===== config.mk =====
export PLATFORM = sky130hd
export DESIGN_NAME = ascon_fifo_flat
export DESIGN_NICKNAME = d
export VERILOG_FILES = /design/src/rtl/ascon_fifo_if.sv /design/src/rtl/ascon_fifo.sv /design/src/flat_wrapper.sv
export SDC_FILE = /design/constraint.sdc
export NUM_CORES = 1
export LEC_CHECK = 0
export ABC_CLOCK_PERIOD_IN_PS = 11960
export BUFFER_PORTS_ARGS = -buffer_cell sky130_fd_sc_hd__buf_2
export CAP_MARGIN = 0
export CORE_MARGIN = 2
export CORE_UTILIZATION = 60
export CTS_BUF_LIST = sky130_fd_sc_hd__clkbuf_2 sky130_fd_sc_hd__clkbuf_4 sky130_fd_sc_hd__clkbuf_8
export DETAILED_ROUTE_END_ITERATION = 6
export PLACE_DENSITY = 0.89
export SETUP_SLACK_MARGIN = 0.2
export SLEW_MARGIN = 10
export SYNTH_ARGS = -nofsm -noshare
export SYNTH_HDL_FRONTEND = slang
export SYNTH_SLANG_ARGS = --single-unit

===== constraint.sdc =====
create_clock -name clk -period 11.96 [get_ports clk]
set_clock_uncertainty 0.2 [all_clocks]
set_input_delay 0.598 -clock clk [delete_from_list [all_inputs] [get_ports clk]]
set_output_delay 0.598 -clock clk [all_outputs]
set_load 0.01 [all_outputs]

===== src/rtl/ascon_fifo_if.sv =====
// Handshake/data bundle between an ascon_fifo and its producer/consumer.
// The slave modport is the FIFO side; the master modport is the bus or core side.
interface ascon_fifo_if #(
  parameter int WIDTH    = 64,
  parameter int DEPTH_AW = 4
);
  logic                flush_i;
  logic                push_i;
  logic [WIDTH-1:0]    data_i;
  logic                full_o;
  logic                pop_i;
  logic [WIDTH-1:0]    data_o;
  logic                empty_o;
  logic [DEPTH_AW:0]   level_o;
  logic                overflow_o;
  logic                underflow_o;

  modport master (
    output flush_i, push_i, data_i, pop_i,
    input  full_o, data_o, empty_o, level_o, overflow_o, underflow_o
  );

  modport slave (
    input  flush_i, push_i, data_i, pop_i,
    output full_o, data_o, empty_o, level_o, overflow_o, underflow_o
  );
endinterface


===== src/rtl/ascon_fifo.sv =====
// First-word-fall-through block FIFO feeding and draining the Ascon core.
// Define ASCON_FIFO_ERR_EN to build the sticky overflow/underflow flags.
module ascon_fifo #(
  parameter int WIDTH    = 64,
  parameter int DEPTH_AW = 4
) (
  input  logic         clk,
  input  logic         rst_n,
  ascon_fifo_if.slave  bus
);

  localparam int DEPTH = 1 << DEPTH_AW;
  localparam logic [DEPTH_AW:0] CNT_FULL = {1'b1, {DEPTH_AW{1'b0}}};
  localparam logic [DEPTH_AW:0] CNT_ONE  = {{DEPTH_AW{1'b0}}, 1'b1};

  logic [WIDTH-1:0]    mem [DEPTH];
  logic [DEPTH_AW-1:0] wr_ptr;
  logic [DEPTH_AW-1:0] rd_ptr;
  logic [DEPTH_AW:0]   count;
  logic                full;
  logic                empty;
  logic                push_acc;
  logic                pop_acc;

  assign full  = (count == CNT_FULL);
  assign empty = (count == '0);

  // A push into a full FIFO is still taken when a pop frees the head slot.
  assign push_acc = bus.push_i & (~full | bus.pop_i) & ~bus.flush_i;
  assign pop_acc  = bus.pop_i & ~empty & ~bus.flush_i;

  always_ff @(posedge clk) begin
    if (push_acc) begin
      mem[wr_ptr] <= bus.data_i;
    end
  end

  always_ff @(posedge clk or negedge rst_n) begin
    if (!rst_n) begin
      wr_ptr <= '0;
      rd_ptr <= '0;
      count  <= '0;
    end else if (bus.flush_i) begin
      wr_ptr <= '0;
      rd_ptr <= '0;
      count  <= '0;
    end else begin
      if (push_acc) begin
        wr_ptr <= wr_ptr + 1'b1;
      end
      if (pop_acc) begin
        rd_ptr <= rd_ptr + 1'b1;
      end
      unique case ({push_acc, pop_acc})
        2'b10:   count <= count + CNT_ONE;
        2'b01:   count <= count - CNT_ONE;
        default: count <= count;
      endcase
    end
  end

`ifdef ASCON_FIFO_ERR_EN
  logic overflow_q;
  logic underflow_q;

  always_ff @(posedge clk or negedge rst_n) begin
    if (!rst_n) begin
      overflow_q  <= 1'b0;
      underflow_q <= 1'b0;
    end else if (bus.flush_i) begin
      overflow_q  <= 1'b0;
      underflow_q <= 1'b0;
    end else begin
      if (bus.push_i & full & ~bus.pop_i) begin
        overflow_q <= 1'b1;
      end
      if (bus.pop_i & empty) begin
        underflow_q <= 1'b1;
      end
    end
  end

  assign bus.overflow_o  = overflow_q;
  assign bus.underflow_o = underflow_q;
`else
  assign bus.overflow_o  = 1'b0;
  assign bus.underflow_o = 1'b0;
`endif

  // Stale memory behind an empty FIFO (including right after reset) never leaks out.
  assign bus.data_o  = empty ? '0 : mem[rd_ptr];
  assign bus.full_o  = full;
  assign bus.empty_o = empty;
  assign bus.level_o = count;

endmodule


===== src/flat_wrapper.sv =====
// flat-port wrapper written by rule: the top's interface ports become plain ports
module ascon_fifo_flat 
#(
  parameter int WIDTH    = 64,
  parameter int DEPTH_AW = 4
)
  (clk, rst_n, bus_flush_i, bus_push_i, bus_data_i, bus_pop_i, bus_full_o, bus_data_o, bus_empty_o, bus_level_o, bus_overflow_o, bus_underflow_o);
  ascon_fifo_if #(.WIDTH(WIDTH), .DEPTH_AW(DEPTH_AW)) bus_i ();
  input  logic clk;
  input  logic rst_n;
  input wire logic [$bits(bus_i.flush_i)-1:0] bus_flush_i;
  input wire logic [$bits(bus_i.push_i)-1:0] bus_push_i;
  input wire logic [$bits(bus_i.data_i)-1:0] bus_data_i;
  input wire logic [$bits(bus_i.pop_i)-1:0] bus_pop_i;
  output wire logic [$bits(bus_i.full_o)-1:0] bus_full_o;
  output wire logic [$bits(bus_i.data_o)-1:0] bus_data_o;
  output wire logic [$bits(bus_i.empty_o)-1:0] bus_empty_o;
  output wire logic [$bits(bus_i.level_o)-1:0] bus_level_o;
  output wire logic [$bits(bus_i.overflow_o)-1:0] bus_overflow_o;
  output wire logic [$bits(bus_i.underflow_o)-1:0] bus_underflow_o;
  assign bus_i.flush_i = bus_flush_i;
  assign bus_i.push_i = bus_push_i;
  assign bus_i.data_i = bus_data_i;
  assign bus_i.pop_i = bus_pop_i;
  assign bus_full_o = bus_i.full_o;
  assign bus_data_o = bus_i.data_o;
  assign bus_empty_o = bus_i.empty_o;
  assign bus_level_o = bus_i.level_o;
  assign bus_overflow_o = bus_i.overflow_o;
  assign bus_underflow_o = bus_i.underflow_o;
  ascon_fifo #(.WIDTH(WIDTH), .DEPTH_AW(DEPTH_AW)) u_core (.clk(clk), .rst_n(rst_n), .bus(bus_i));
endmodule

==> impl_results.md <==
* Crit share post-route at 46.0%
* Final Core Density at 68.5%
* Leakage at 0.0139 uW
* Via density at 6.50
* DR vias at 19200
* Post-Synth XOR/XNOR Area at 0.177%
* Port Buf Inserts at 139
* CTS Buf Count at 153
* Top_reg_cell synth: edfxtp_1
* Top cells by area, synth: edfxtp_1 (78%), mux4_2 (15%), mux2i_1 (3.3%), o22ai_1 (1.0%), dfrtp_1 (0.82%)
* H-tree lvl count at 4
* Max cap viols at 0
* Layout cell share with drive strength beyond 1 at 32.8%
* Top cell type's share of synthesized area at 77.7%
* Post-Syn Instances at 1680
* First-pass iteration count of the detailed router at 7
* Area of the multi-input gates at 8190 um^2
* Critical path startpoint category: register
* Worst EP arrival at 4710 ps
* Area grow syn2layout at 13.4%
* Post-route ant nets at 0
* Fin Setup TNS at 0 ps
* Initial antenna violation count at 3
* FF+latch area at 31100 um^2
* GR Overflow Total at 0
* Global-route wire length before repair at 128 mm
* Die height at 261 um
* Adder-Cell Fraction of Synth Area at 0.221%
* Clock slew at reported path FFs at 60 ps
* Final Instance Area at 44900 um^2
* Main combinational cell family by area after synthesis: multiplexers
* Worst hold path class: input pin to register
* Min Tclk post-route at 5510 ps
* Clock Tree Buf Depth at 3
* # clock sinks at 1037
* Fillers at 3658
* Wire per inst at 29.5 um
* Worst Path Max Fanout at 118
* RSZ-0062 raised after global routing: false
* Initial drt markers at 2134
* Final Hold Vio Count at 0
* Cell area power density at 187 nW/um^2
* Root buffer selected by CTS: clkbuf_8
* DIE WIDTH at 261 um
* Rel. slew slack at 20.5%
* Req. time, crit path at 11160 ps
* Mean post-synth cell area at 23.5 um^2
* Slew Viols, Final at 0
* CP Capture Type: output port
* Synth Area in Simple Gates at 0.753%
* Outcome: finished, final reports clean
* Row count at 94
* Compound-gate portion of the synthesized area at 1.32%
* Synth Warn # at 0
* GRT Total Usage at 26.4%
* Cell taking the most area after synthesis: edfxtp_1
* Type of the worst setup path: register to output port
* Library cells used by synthesis at 41
* Post-Route WL at 87.3 mm
* Setup Buffers After CTS at 0
* Total core area at 65500 um^2
* Nets@finish at 2058
* Post-synthesis mux area share at 17.9%
* Synthesized cell area at 39600 um^2
* Die area at 68000 um^2
* Max Freq at 0.182 GHz
* Largest net degree at the start of global routing at 119
* DP HPWL at 43.9 mm
* I/O pin count at 142
* Clk_lat worst skew at 780 ps
* CTS tree: yes
* Setup violations, final at 0
* Seq/Total Area, Yosys at 78.6%
* Initial Utilization at 60.4%
* Peak VDD IR at 0.000138 V
* Vias in the first global route at 20100
* RePlAce Congestion at 0.727
* Post-synth ARST share at 1.25%
* #FFs+latches synth at 1037
* Number of synthesized flops with an enable pin at 1024
* Dpl cell area at 41300 um^2
* Post-Route Hold Slack at 140 ps
* DRC viols at 0
* Worst Max-Slew Pin Slew at 1190 ps
[state kept, by name, indices dropped and copies added (netlist names)]
signal,flops
u_core.wr_ptr,4
u_core.rd_ptr,4
u_core.bus.level_o,5
u_core.mem,1024
[worst paths after layout]
kind                                  startpoint                    end  slack, ps  cells past startpoint
setup reg to reg           u_core.bus.level_o[2]      u_core.mem[2][42]       8410                      5
max in group asynchronous                  rst_n       u_core.rd_ptr[2]      10360                      3
min in group asynchronous                  rst_n       u_core.rd_ptr[0]        720                      3
hold reg to reg            u_core.bus.level_o[3]  u_core.bus.level_o[3]        420                      2
setup / recovery                u_core.rd_ptr[0]          bus_data_o[7]       6450                      6
hold / removal                        bus_push_i       u_core.wr_ptr[0]        140                      4
[layout make-up]
type | count | area share [%]
flip-flops and latches | 1037 | 69.3
inverters | 5 | 0.0418
multi-input cells | 547 | 18.3
diodes | 1 | 0.00558
well taps | 864 | 2.41
clock buffers | 208 | 5.71
clock inverters | 58 | 0.664
repair buffers | 238 | 3.62
[report_power, final]
group          leakage [uW]  internal, uW  switching (uW)
registers           0.00939          4040            69.0
logic               0.00299           720             872
clock network       0.00151          1410            1290
total                0.0139          6170            2230
[cells in the final DEF (no fill, tap or decap), types with 16 or more instances in the layout]
master / netlist / final
mux2i_1: 129 / 129
o22ai_1: 64 / 64
edfxtp_1: 1024 / 1024
clkinv_1: 0 / 35
buf_4: 3 / 29
mux4_2: 256 / 256
dlygate4sd3_1: 0 / 69
clkbuf_4: 0 / 48
clkbuf_8: 0 / 160
buf_2: 45 / 139
nor2_4: 0 / 16
[through the flow]
stage | power [uW] | instances | worst slack (ps)
2_1_floorplan | 5230 | 1681 | 7390
3_5_place_dp | 5770 | 2622 | 7030
6_report | 8400 | 2958 | 6450
3_3_place_gp | 5710 | 2622 | 7130
5_1_grt | 8700 | 2958 | 5880
4_1_cts | 8450 | 2957 | 6130
[cell usage after synthesis (2+ instances only)]
master       n
xnor2_1      3
o21ai_0      3
nand2b_1     2
nor2_1      30
o22ai_1     64
xor2_1       5
a21oi_1      4
edfxtp_1  1024
buf_4        3
dfrtp_1     13
buf_2       45
nand3_1      3
a22oi_1      3
inv_1        5
mux2i_1    129
ha_1         7
clkbuf_1    30
buf_1       14
or3_1        2
mux4_2     256
nand2_1     15
[cells by family (layout without fill, tap and decap cells)]
kind of cell / Yosys count / after routing
AND/OR/NAND/NOR: 64 / 64
XOR/XNOR: 8 / 8
flip-flops: 1037 / 1037
AO/OA/AOI/OAI: 80 / 80
buffers and inverters: 97 / 509
other: 1 / 3
multiplexers: 386 / 386
adder cells (fa/ha/maj): 7 / 7
[worst max-delay path, stage by stage, from the launching register on]
cell and delay (ps):
dfrtp_4 950, buf_12 690, buf_4 990, mux4_2 610, mux2i_1 170, o22ai_1 180, buf_2 220
[timing repair]
| item | CTS | global route |
|---|---|---|
| hold buffers | 69 | 0 |
| hold endpoints to repair | 1045 | 0 |
| gates resized for setup | 0 | 0 |
[metal layers]
layer	wire length [um]	global-route usage, %
met1	32000	35.1
met5	18	0
met3	7950	5.83
met4	2250	9.90
met2	45100	43.7
(Power assumes the default switching activity.)
